<file path="src/rtl/setup_pkg.sv">
// Shared types, key codes and helpers for the lock setup-mode editor.
package setup_pkg;

  localparam logic [3:0]  BCD_BLANK     = 4'hF;
  localparam logic [3:0]  KEY_CONFIRM   = 4'hF;
  localparam logic [3:0]  KEY_CANCEL    = 4'hE;
  localparam int          PIN_W         = 17;
  localparam int          STEP_W        = 5;
  localparam logic [23:0] BCD_ALL_BLANK = {6{BCD_BLANK}};

  typedef struct packed {
    logic [3:0] bcd0;
    logic [3:0] bcd1;
    logic [3:0] bcd2;
    logic [3:0] bcd3;
    logic [3:0] bcd4;
    logic [3:0] bcd5;
  } bcdPac_t;

  typedef enum logic [1:0] {FLD_STATUS, FLD_TIME, FLD_PIN} fld_t;

  function automatic int cfg_w(input int num_pins);
    return 15 + PIN_W * (num_pins + 1);
  endfunction

  function automatic logic [7:0] to_bcd2(input logic [6:0] v);
    int t;
    int u;
    t = int'(v) / 10;
    u = int'(v) % 10;
    return {4'(t), 4'(u)};
  endfunction

  // Step 1 is bip status, 2/3 are timings, then pin digits on even steps and pin status on odd ones.
  function automatic fld_t step_fld(input logic [STEP_W-1:0] st);
    if (st == STEP_W'(2) || st == STEP_W'(3)) return FLD_TIME;
    if (st >= STEP_W'(4) && !st[0]) return FLD_PIN;
    return FLD_STATUS;
  endfunction

endpackage

</file>
<file path="src/rtl/setup_step_fmt.sv">
// Combinational display formatter: step number plus field type/value to six BCD digits.
module setup_step_fmt
  import setup_pkg::*;
(
  input  logic [STEP_W-1:0] step,
  input  logic [1:0]        fld,
  input  logic [15:0]       val,
  output logic [23:0]       bcd
);

  bcdPac_t    b;
  logic [7:0] st2;

  always_comb begin
    st2    = to_bcd2(7'(step));
    b.bcd0 = st2[7:4];
    b.bcd1 = st2[3:0];
    case (fld)
      FLD_STATUS: {b.bcd2, b.bcd3, b.bcd4, b.bcd5} = {BCD_BLANK, BCD_BLANK, BCD_BLANK, 3'b000, val[0]};
      FLD_TIME:   {b.bcd2, b.bcd3, b.bcd4, b.bcd5} = {BCD_BLANK, BCD_BLANK, val[7:0]};
      default:    {b.bcd2, b.bcd3, b.bcd4, b.bcd5} = val;
    endcase
  end

  assign bcd = b;

endmodule

</file>
<file path="src/rtl/setup_menu.sv">
// Keypad-driven setup editor; result returned two cycles after the final key via setup_end low.
// Optional idle auto-cancel is built when SETUP_TIMEOUT_EN is defined.
module setup_menu
  import setup_pkg::*;
#(
  parameter  int NUM_PINS       = 4,
  parameter  int TIME_MIN       = 5,
  parameter  int TIME_MAX       = 60,
  parameter  int TIMEOUT_CYCLES = 30000000,
  localparam int CFG_W          = cfg_w(NUM_PINS)
) (
  input  logic             clk,
  input  logic             rst,
  input  logic             key_valid,
  input  logic [3:0]       key_code,
  input  logic             setup_on,
  input  logic [CFG_W-1:0] cfg_old,
  output logic [CFG_W-1:0] cfg_new,
  output logic             setup_end,
  output logic             setup_abort,
  output logic [23:0]      bcd_out,
  output logic             bcd_enable
);

  localparam logic [STEP_W-1:0] LAST = STEP_W'(2 * NUM_PINS + 2);
  localparam int                MST_LO = PIN_W * NUM_PINS;

  typedef enum logic [2:0] {S_IDLE, S_LOAD, S_EDIT, S_DONE, S_WAIT_OFF} state_t;

  state_t             state_q, state_d;
  logic [CFG_W-1:0]   work_q, work_d, cfg_new_q, cfg_new_d;
  logic [STEP_W-1:0]  step_q, step_d;
  logic [15:0]        buf_q, buf_d;
  logic               abort_q, abort_d, setup_end_q, setup_end_d;
  logic               setup_abort_q, setup_abort_d, bcd_en_q, bcd_en_d;
  logic               key_valid_q;
  logic [23:0]        bcd_q, bcd_d, fmt_bcd;
  logic               press, is_digit, tmo_hit;
  fld_t               fld, fld_nxt;
  int                 lo, tval;

  function automatic int pin_lo(input logic [STEP_W-1:0] st);
    return PIN_W * (NUM_PINS - (int'(st) - 1) / 2);
  endfunction

  // Entry buffer holds the field being edited, in display digit order.
  function automatic logic [15:0] load_buf(input logic [CFG_W-1:0] w, input logic [STEP_W-1:0] st);
    int          l;
    logic [15:0] r;
    l = pin_lo(st);
    r = '0;
    case (step_fld(st))
      FLD_STATUS: r[0]   = (st == STEP_W'(1)) ? w[CFG_W-1] : w[l+16];
      FLD_TIME:   r[7:0] = to_bcd2((st == STEP_W'(2)) ? w[CFG_W-2 -: 7] : w[CFG_W-9 -: 7]);
      default:    r      = w[l +: 16];
    endcase
    return r;
  endfunction

  assign press    = key_valid & ~key_valid_q;
  assign is_digit = (key_code <= 4'd9);
  assign fld_nxt  = step_fld(step_d);

  setup_step_fmt u_fmt (
    .step (step_d),
    .fld  (fld_nxt),
    .val  (buf_d),
    .bcd  (fmt_bcd)
  );

`ifdef SETUP_TIMEOUT_EN
  localparam int TMO_W = $clog2(TIMEOUT_CYCLES);
  logic [TMO_W-1:0] tmo_q, tmo_d;

  always_comb begin
    tmo_d = tmo_q + 1'b1;
    if (state_q != S_EDIT || press) tmo_d = '0;
  end

  assign tmo_hit = (state_q == S_EDIT) && (tmo_q == TMO_W'(TIMEOUT_CYCLES - 1));

  always_ff @(posedge clk or posedge rst) begin
    if (rst) tmo_q <= '0;
    else     tmo_q <= tmo_d;
  end
`else
  assign tmo_hit = (TIMEOUT_CYCLES < 0);
`endif

  always_comb begin
    state_d       = state_q;
    work_d        = work_q;
    step_d        = step_q;
    buf_d         = buf_q;
    abort_d       = abort_q;
    cfg_new_d     = cfg_new_q;
    setup_end_d   = setup_end_q;
    setup_abort_d = setup_abort_q;
    bcd_en_d      = bcd_en_q;
    fld           = step_fld(step_q);
    lo            = pin_lo(step_q);
    tval          = 0;
    case (state_q)
      S_IDLE: begin
        bcd_en_d = 1'b0;
        if (setup_on) state_d = S_LOAD;
      end
      S_LOAD: begin
        if (!setup_on) begin
          state_d = S_IDLE;
        end else begin
          work_d   = cfg_old;
          step_d   = STEP_W'(1);
          buf_d    = load_buf(cfg_old, STEP_W'(1));
          abort_d  = 1'b0;
          bcd_en_d = 1'b1;
          state_d  = S_EDIT;
        end
      end
      S_EDIT: begin
        // Losing setup_on outranks any key arriving in the same cycle.
        if (!setup_on) begin
          state_d  = S_IDLE;
          bcd_en_d = 1'b0;
        end else if (tmo_hit || (press && key_code == KEY_CANCEL)) begin
          abort_d = 1'b1;
          state_d = S_DONE;
        end else if (press && key_code == KEY_CONFIRM) begin
          if (fld == FLD_TIME) begin
            tval = int'(buf_q[7:4]) * 10 + int'(buf_q[3:0]);
            if (tval < TIME_MIN)      tval = TIME_MIN;
            else if (tval > TIME_MAX) tval = TIME_MAX;
            if (step_q == STEP_W'(2)) work_d[CFG_W-2 -: 7] = 7'(tval);
            else                      work_d[CFG_W-9 -: 7] = 7'(tval);
          end
          if (step_q == LAST) begin
            state_d = S_DONE;
          end else begin
            step_d = step_q + 1'b1;
            buf_d  = load_buf(work_d, step_d);
          end
        end else if (press && is_digit) begin
          case (fld)
            FLD_STATUS: begin
              if (key_code <= 4'd1) begin
                buf_d = {15'd0, key_code[0]};
                if (step_q == STEP_W'(1)) work_d[CFG_W-1] = key_code[0];
                else                      work_d[lo+16]   = key_code[0];
              end
            end
            FLD_TIME: buf_d = {8'h00, buf_q[3:0], key_code};
            default: begin
              buf_d            = {buf_q[11:0], key_code};
              work_d[lo +: 16] = buf_d;
            end
          endcase
        end
      end
      S_DONE: begin
        cfg_new_d                    = abort_q ? cfg_old : work_q;
        cfg_new_d[MST_LO +: PIN_W]   = cfg_old[MST_LO +: PIN_W];
        setup_abort_d                = abort_q;
        setup_end_d                  = 1'b0;
        bcd_en_d                     = 1'b0;
        state_d                      = S_WAIT_OFF;
      end
      S_WAIT_OFF: begin
        if (!setup_on) begin
          setup_end_d   = 1'b1;
          setup_abort_d = 1'b0;
          state_d       = S_IDLE;
        end
      end
      default: state_d = S_IDLE;
    endcase
  end

  // Display shows the state being entered, so it tracks edits with no extra cycle.
  always_comb begin
    bcd_d = BCD_ALL_BLANK;
    if (state_d == S_EDIT) bcd_d = fmt_bcd;
  end

  always_ff @(posedge clk or posedge rst) begin
    if (rst) begin
      state_q       <= S_IDLE;
      work_q        <= '0;
      step_q        <= '0;
      buf_q         <= '0;
      abort_q       <= 1'b0;
      cfg_new_q     <= '0;
      setup_end_q   <= 1'b1;
      setup_abort_q <= 1'b0;
      bcd_en_q      <= 1'b0;
      bcd_q         <= BCD_ALL_BLANK;
      key_valid_q   <= 1'b0;
    end else begin
      state_q       <= state_d;
      work_q        <= work_d;
      step_q        <= step_d;
      buf_q         <= buf_d;
      abort_q       <= abort_d;
      cfg_new_q     <= cfg_new_d;
      setup_end_q   <= setup_end_d;
      setup_abort_q <= setup_abort_d;
      bcd_en_q      <= bcd_en_d;
      bcd_q         <= bcd_d;
      key_valid_q   <= key_valid;
    end
  end

  assign cfg_new     = cfg_new_q;
  assign setup_end   = setup_end_q;
  assign setup_abort = setup_abort_q;
  assign bcd_out     = bcd_q;
  assign bcd_enable  = bcd_en_q;

endmodule

</file>
<file path="config.mk">
export PLATFORM = sky130hd
export DESIGN_NAME = setup_menu
export DESIGN_NICKNAME = d
export VERILOG_FILES = /design/src/rtl/setup_pkg.sv /design/src/rtl/setup_step_fmt.sv /design/src/rtl/setup_menu.sv
export SDC_FILE = /design/constraint.sdc
export NUM_CORES = 1
export LEC_CHECK = 0
export CORE_AREA = 5 5 331 333
export CTS_BUF_LIST = sky130_fd_sc_hd__clkbuf_8
export DETAILED_ROUTE_END_ITERATION = 6
export DIE_AREA = 0 0 336 338
export PLACE_DENSITY = 0.48
export SYNTH_ARGS = -nofsm -noshare
export SYNTH_HDL_FRONTEND = slang
export SYNTH_SLANG_ARGS = --single-unit
</file>
<file path="constraint.sdc">
create_clock -name clk -period 19.01 [get_ports clk]
set_clock_uncertainty 0.05 [all_clocks]
set_input_delay 3.802 -clock clk [delete_from_list [all_inputs] [get_ports clk]]
set_output_delay 3.802 -clock clk [all_outputs]
set_load 0.05 [all_outputs]
</file>
## Word-level counts from Yosys, hierarchy flattened

Cells that the tools add are included.

- Register bits after elaboration: 253
- Word-level logic and storage cells: 215

- Divide/modulo/power cells: 4
- Shifts and indexed selects: 3
- Multiply operators: 3
- Bitwise gates (word level): 4
- Mux-type cells: 105
- $lt $le $gt $ge: 10
- $add $sub $neg: 11
- Reduce and logical (&&, ||, !) cells: 28
- Equality and inequality tests: 34

Operators by type and width:

| cell | count |
|---|---|
| 100-bit two-way mux | 6 |
| 100-bit one-hot mux with 2 select lines | 2 |
| 100-bit bitwise mux | 2 |
| 16-bit two-way mux | 7 |
| 16-bit by 33-bit variable shift with 100-bit output, first input constant | 1 |
| 100-bit by 32-bit variable part select with 16-bit output | 1 |
| 16-bit by 33-bit variable part select with 100-bit output | 1 |
| 99-bit two-way mux | 1 |
| 16-bit one-hot mux with 2 select lines | 3 |
| 85-bit two-way mux | 1 |
| 14-bit two-way mux | 6 |
| 32-bit by 1-bit adder with 32-bit output | 2 |
| 32-bit by 6-bit adder with 32-bit output, second input constant | 2 |
| 32-bit by 9-bit less-than comparator with 1-bit output, second input constant | 2 |
| 6-bit by 32-bit multiplier with 32-bit output, first input constant | 2 |
| 4-bit by 32-bit subtractor with 32-bit output, first input constant | 2 |
| 2-bit two-way mux | 18 |
| 7-bit two-way mux | 5 |
| 32-bit negator with 33-bit output | 1 |
| 6-bit by 5-bit divider with 32-bit output, second input constant | 1 |
| 8-bit by 5-bit divider with 32-bit output, second input constant | 1 |
| 32-bit by 1-bit greater-or-equal comparator with 1-bit output, second input constant | 1 |
| 6-bit by 5-bit remainder unit with 32-bit output, second input constant | 1 |
| 8-bit by 5-bit remainder unit with 32-bit output, second input constant | 1 |
| other kinds (47) | 132 |

## Logic depth before layout (Yosys ltp)

- Depth after elaboration: 32
- Gate-level depth with buffers: 34

## Cells and area by module

From an unflattened synthesis, not the netlist that was laid out.

- Cell total of the unflattened synthesis: 3434
- Area total of the unflattened synthesis: 26566.7 um^2

By module, submodules not included:

| module | times used | sequential area each (um^2) | cells an instance | area an instance (um^2) |
|---|---|---|---|---|
| setup_menu | 1 | 6362.4 | 3377 | 26150.1 |
| setup_step_fmt | 1 | 0.0 | 57 | 416.6 |

## Worst setup path after synthesis

OpenSTA, ideal clock, no wires.

- Path kind: reg-to-reg
- Start point: reg step_q[0]
- End point: reg buf_q[4]
- Stages on the path, launching flop included: 32
- Arrival: 7144 ps
- Slack: 11690 ps
- Setup time: 126 ps
- Clock period less this slack: 7320 ps
- Path through: dfrtp_1 > buf_2 > inv_1 > ha_1 > or3_1 > a21oi_1 > xor2_1 > ha_1 > xnor2_1 > inv_1 > buf_1 > clkbuf_1 > buf_2 > buf_1 > ha_1 > ha_1 > inv_1 > fa_1 > xnor2_1 > xnor2_1 > xnor2_1 > clkbuf_1 > clkbuf_1 > buf_1 > nor2_1 > mux4_2 > nand2_1 > a21oi_1 > a221oi_1 > nor4_1 > a211oi_2 > nand2_1

- Longest elaborated chain between the ends: 24
- Elaborated cells between the ends (all ways): 68
- Classes of those cells: add/sub (4); mul (1); div (1); order compare (2); eq/ne (7); shift (1); mux (43); bitwise (1); reduce/logical (8)

Ends and longest elaborated chain:

| item | RTL line | RTL |
|---|---|---|
| from (decl) | setup_menu.sv:32 | `logic [STEP_W-1:0] step_q, step_d;` |
| from (signal assigned) | setup_menu.sv:200 | `step_q <= step_d;` |
| branches (longest 20 deep; another with 5-bit by 3-bit greater-or-equal comparator with 1-bit output) | -- |  |
| 16-bit two-way mux (*) | setup_menu.sv:128 | `end else if (press && key_code == KEY_CONFIRM) begin` |
| 16-bit two-way mux (*) | setup_menu.sv:125 | `end else if (tmo_hit \|\| (press && key_code == KEY_CANCEL)) begin` |
| 16-bit two-way mux (*) | setup_menu.sv:122 | `if (!setup_on) begin` |
| 16-bit one-hot mux with 2 select lines (*) | setup_menu.sv:103 | `case (state_q)` |
| named net buf_d[4] | setup_menu.sv:33 | `logic [15:0] buf_q, buf_d;` |
| to (signal assigned) | setup_menu.sv:201 | `buf_q <= buf_d;` |
| to (decl) | setup_menu.sv:33 |  |

Mark *: on every way through the listed nets, which the timed path passes. The select of a mux whose other input is x is not followed.
A chain may end at the register's enable or synchronous reset.

## Worst setup path in the final report

- Start point: reg step_q[2]
- End point: reg work_q[2]

- Longest elaborated chain between the ends: 19
- Elaborated cells between the ends (all ways): 42
- Classes of those cells: add/sub (5); mul (1); order compare (3); eq/ne (7); shift (2); mux (18); bitwise (1); reduce/logical (5)

Ends and longest elaborated chain:

| item | RTL line | RTL |
|---|---|---|
| 5-bit by 1-bit subtractor with 6-bit output | setup_menu.sv:43 | `return PIN_W * (NUM_PINS - (int'(st) - 1) / 2);` |
| 1-bit AND (no line) | -- |  |
| 32-bit by 1-bit adder with 32-bit output (no line) | -- |  |
| 4-bit by 32-bit subtractor with 32-bit output | setup_menu.sv:43 |  |
| 6-bit by 32-bit multiplier with 32-bit output | setup_menu.sv:43 |  |
| 32-bit by 6-bit adder with 32-bit output | setup_menu.sv:148 | `else work_d[lo+16] = key_code[0];` |
| 32-bit by 1-bit greater-or-equal comparator with 1-bit output (not written as such) or 32-bit by 9-bit less-than comparator with 1-bit output (tied branches) | setup_menu.sv:148 |  |
| 1-bit logical AND (not written as such) | setup_menu.sv:148 |  |
| (+3 left out) | -- |  |
| 99-bit two-way mux | setup_menu.sv:147 | `if (step_q == STEP_W'(1)) work_d[CFG_W-1] = key_code[0];` |
| 100-bit two-way mux | setup_menu.sv:145 | `if (key_code <= 4'd1) begin` |
| 100-bit one-hot mux with 2 select lines | setup_menu.sv:143 | `case (fld)` |
| 100-bit two-way mux | setup_menu.sv:142 | `end else if (press && is_digit) begin` |
| 85-bit two-way mux | setup_menu.sv:128 |  |
| 100-bit two-way mux | setup_menu.sv:125 |  |
| 100-bit two-way mux | setup_menu.sv:122 |  |
| 100-bit one-hot mux with 2 select lines | setup_menu.sv:103 |  |
| to (signal assigned) | setup_menu.sv:199 | `work_q <= work_d;` |
| to (decl) | setup_menu.sv:31 | `logic [CFG_W-1:0] work_q, work_d, cfg_new_q, cfg_new_d;` |

Several ways; a longest one is shown, not always the timed one. The select of a mux whose other input is x is not followed.

==> impl_metrics.ini <==
[finish]
final_layout_size_suffix_gt1_share_pct = 10.84
multiInputGateArea_mm2 = 0.01873
area_growth_pct = 19.13
final_cells = 5022
final_util_pct = 29.47
fillers = 11640
final-seq-area_mm2 = 0.006340
nNetsFinal = 3747
layout_commonest_cell = nand2_1
final_cell_mix = nand2_1 (493), nor2_1 (385), a21oi_1 (376)

[floorplanning]
start_util_pct = 24.74
die_w_um = 336
die_h_um = 338
core_area_mm2 = 0.1063
io_pins = 235
rows = 120
die-area_mm2 = 0.1136

[power_and_ir_drop]
ir_drop_mv = 0.1147
power.density_mw_per_mm2 = 207.1
p_leak_nw = 12.14

[synthesis]
synth_top_area_cell = dfrtp_1
seq_area_frac_synth_pct = 24.09
synth_area_leaders = dfrtp_1 (22%), mux2i_1 (9.7%), a21oi_1 (7.2%), nand2_1 (7.1%), mux4_2 (6.0%)
syn_inst = 3460
synth_cell_type_count = 114
synth_ff_type = dfrtp_1
async_flop_share_pct = 100.0
synth_seq_cells = 252
mappedNetlistArea_mm2 = 0.02630
ys_warn_count = 0
syn_nets = 3635
avgSynthCellArea_um2 = 7.600
yosys.area.top_type_share_pct = 21.70
synth_edf_count = 0

[run_status]
status = completed

[timing]
relSlewSlack_pct = 11.28
slew_viol_final = 0
whs_ps = 429.9
fin_tns_setup_ps = 0
setup_violations = 0
min_period_over_period_pct = 44.78
min_period_ps = 8513
hold_viol = 0
rsz0062_at_grt = no
worst_pin_slew_ps = 1326
max_freq_mhz = 117.5

[job]
maxCapViolCount = 0

[hold_path]
min_path_type = reg2reg

[route]
route.met2.wl_um = 64310
vias = 29720
wirelength_um = 149600
met1_length_um = 60940
via_per_inst = 5.918
drc = 0
wl_met3_um = 16580
final_antenna_net_count = 0
wl_per_cell_um = 29.79
firstDrtPassIters = 6
highest_layer = met5
initialDrtViolationCount = 3888

[global_route]
first_global_vias = 28090
grt_max_degree = 150
grt_pass1_wl_um = 209400
antenna_found_initial = 13
grt.overflow.total = 0
track_usage_pct = 25.14

[place]
post-dp-hpwl_um = 113800
dp_cells = 4920
io_buffer_count = 234
place_congestion = 1.060

[clock_tree]
cts_buffers = 53
htree_levels = 2
clk_pin_slew_worst_paths_ps = 60
ctsHoldBuffers = 0
cts.sinks = 252
cts_setup_buffers = 0
cts_tree = built
insertion_delay_ps = 740
cts_root_buffer = clkbuf_8
clockBufferDepth = 3
ctsResizeCount = 0

[worst_setup_path]
worst-setup-path-type = reg2reg
critPathCaptureType = flip-flop
crit_fanout = 38
worstPathArrival_ps = 9060
start_kind = flip-flop
cp.required_ps = 19550
-- critical path, cell delays in order (launching register included) --
cell and delay [ps]:
dfrtp_1 720, inv_1 260, ha_1 290, nand3_1 100, ha_1 150, ha_1 140
inv_1 70, ha_1 710, clkinv_1 410, ha_1 380, ha_1 280, ha_1 160
inv_1 50, fa_1 650, nand2b_1 160, nor4b_1 810, nand2_1 180, o2bb2ai_1 220
a21oi_1 240, nor3_2 250, buf_4 450, nand2_1 300, nor2_1 800, a21oi_1 210
o21ai_0 200, a31oi_1 100
-- registers in the layout, indices dropped and copies added, names as in the netlist --
name	cells
abort_q	1
bcd_enable	1
bcd_out	23
buf_q	16
cfg_new	100
key_valid_q	1
setup_abort	1
setup_end	1
state_q	3
step_q	5
work_q	100
-- cell type report --
type / count / area share (%)
Inverter: 81 / 1.010
Sequential cell: 252 / 20.24
Antenna cell: 4 / 0.03195
Clock buffer: 66 / 2.900
Multi-Input combinational cell: 2867 / 59.77
Tap cell: 1403 / 5.603
Timing Repair Buffer: 317 / 9.506
Clock inverter: 32 / 0.9386
-- cells by family (layout without fill, tap and decap cells) --
logic type               count (synthesis)  after routing  synth area share, %
AO/OA/AOI/OAI                         1132           1132                26.92
XOR/XNOR                                53             53                1.837
buffers and inverters                  341            496                5.348
other                                    0              4                    0
adder cells (fa/ha/maj)                 68             68                3.426
AND/OR/NAND/NOR                       1250           1250                21.01
multiplexers                           364            364                17.37
flip-flops                             252            252                24.09
-- per-stage QoR --
stage / total power, mW / setup WS [ps] / instance area, um^2
floorplan: 3.833 / 8269 / 26300
global placement: 5.658 / 10780 / 30120
detailed placement: 5.630 / 10790 / 30120
CTS: 6.336 / 10680 / 31320
global route: 6.747 / 10060 / 31320
finish: 6.487 / 10500 / 31330
-- path summary, 6_finish.rpt --
kind	slack (ps)	from	to	cells after the start
min in group asynchronous	3600	rst	cfg_new[0]$_DFFE_PP0P_	2
min reg2reg	430	cfg_new[98]$_DFFE_PP0P_	cfg_new[98]$_DFFE_PP0P_	2
min	430	cfg_new[98]$_DFFE_PP0P_	cfg_new[98]$_DFFE_PP0P_	2
max in group asynchronous	13770	rst	work_q[1]$_DFFE_PP0P_	3
max reg2reg	10500	step_q[2]$_DFF_PP0_	work_q[2]$_DFFE_PP0P_	25
max	10500	step_q[2]$_DFF_PP0_	work_q[2]$_DFFE_PP0P_	25
-- synth_stat cells (all sizes together) (8+ instances only) --
| master | n |
|---|---|
| a41oi | 9 |
| nor2 | 398 |
| and2 | 16 |
| dfrtp | 228 |
| mux2 | 39 |
| a22o | 9 |
| a31oi | 71 |
| buf | 72 |
| o221ai | 10 |
| a21oi | 380 |
| nor3 | 103 |
| o21a | 14 |
| nand4 | 14 |
| a211oi | 31 |
| dfstp | 24 |
| a22oi | 59 |
| nand2 | 498 |
| o31ai | 14 |
| inv | 76 |
| or4 | 9 |
| o21ai | 302 |
| nand2b | 24 |
| ha | 60 |
| nand3 | 81 |
| or3 | 18 |
| nor4 | 13 |
| mux2i | 255 |
| xor2 | 12 |
| a32oi | 15 |
| o21bai | 9 |
| clkbuf | 188 |
| mux4 | 70 |
| or2 | 11 |
| a221oi | 59 |
| nor2b | 21 |
| o22ai | 33 |
| and3 | 20 |
| a21o | 8 |
| o211ai | 32 |
| xnor2 | 41 |
-- report_power, final --
group	internal, mW	switching, mW
logic	1.41	3.19
registers	0.780	0.418
clock network	0.383	0.301
-- layer usage --
layer  up-vias  GRT usage, %
met4         2         11.03
li1      12990             -
met5         -             0
met2      1781         38.17
met3       379         6.717
met1     14570         33.65
Note: power is estimated with default switching activity, not from simulation.
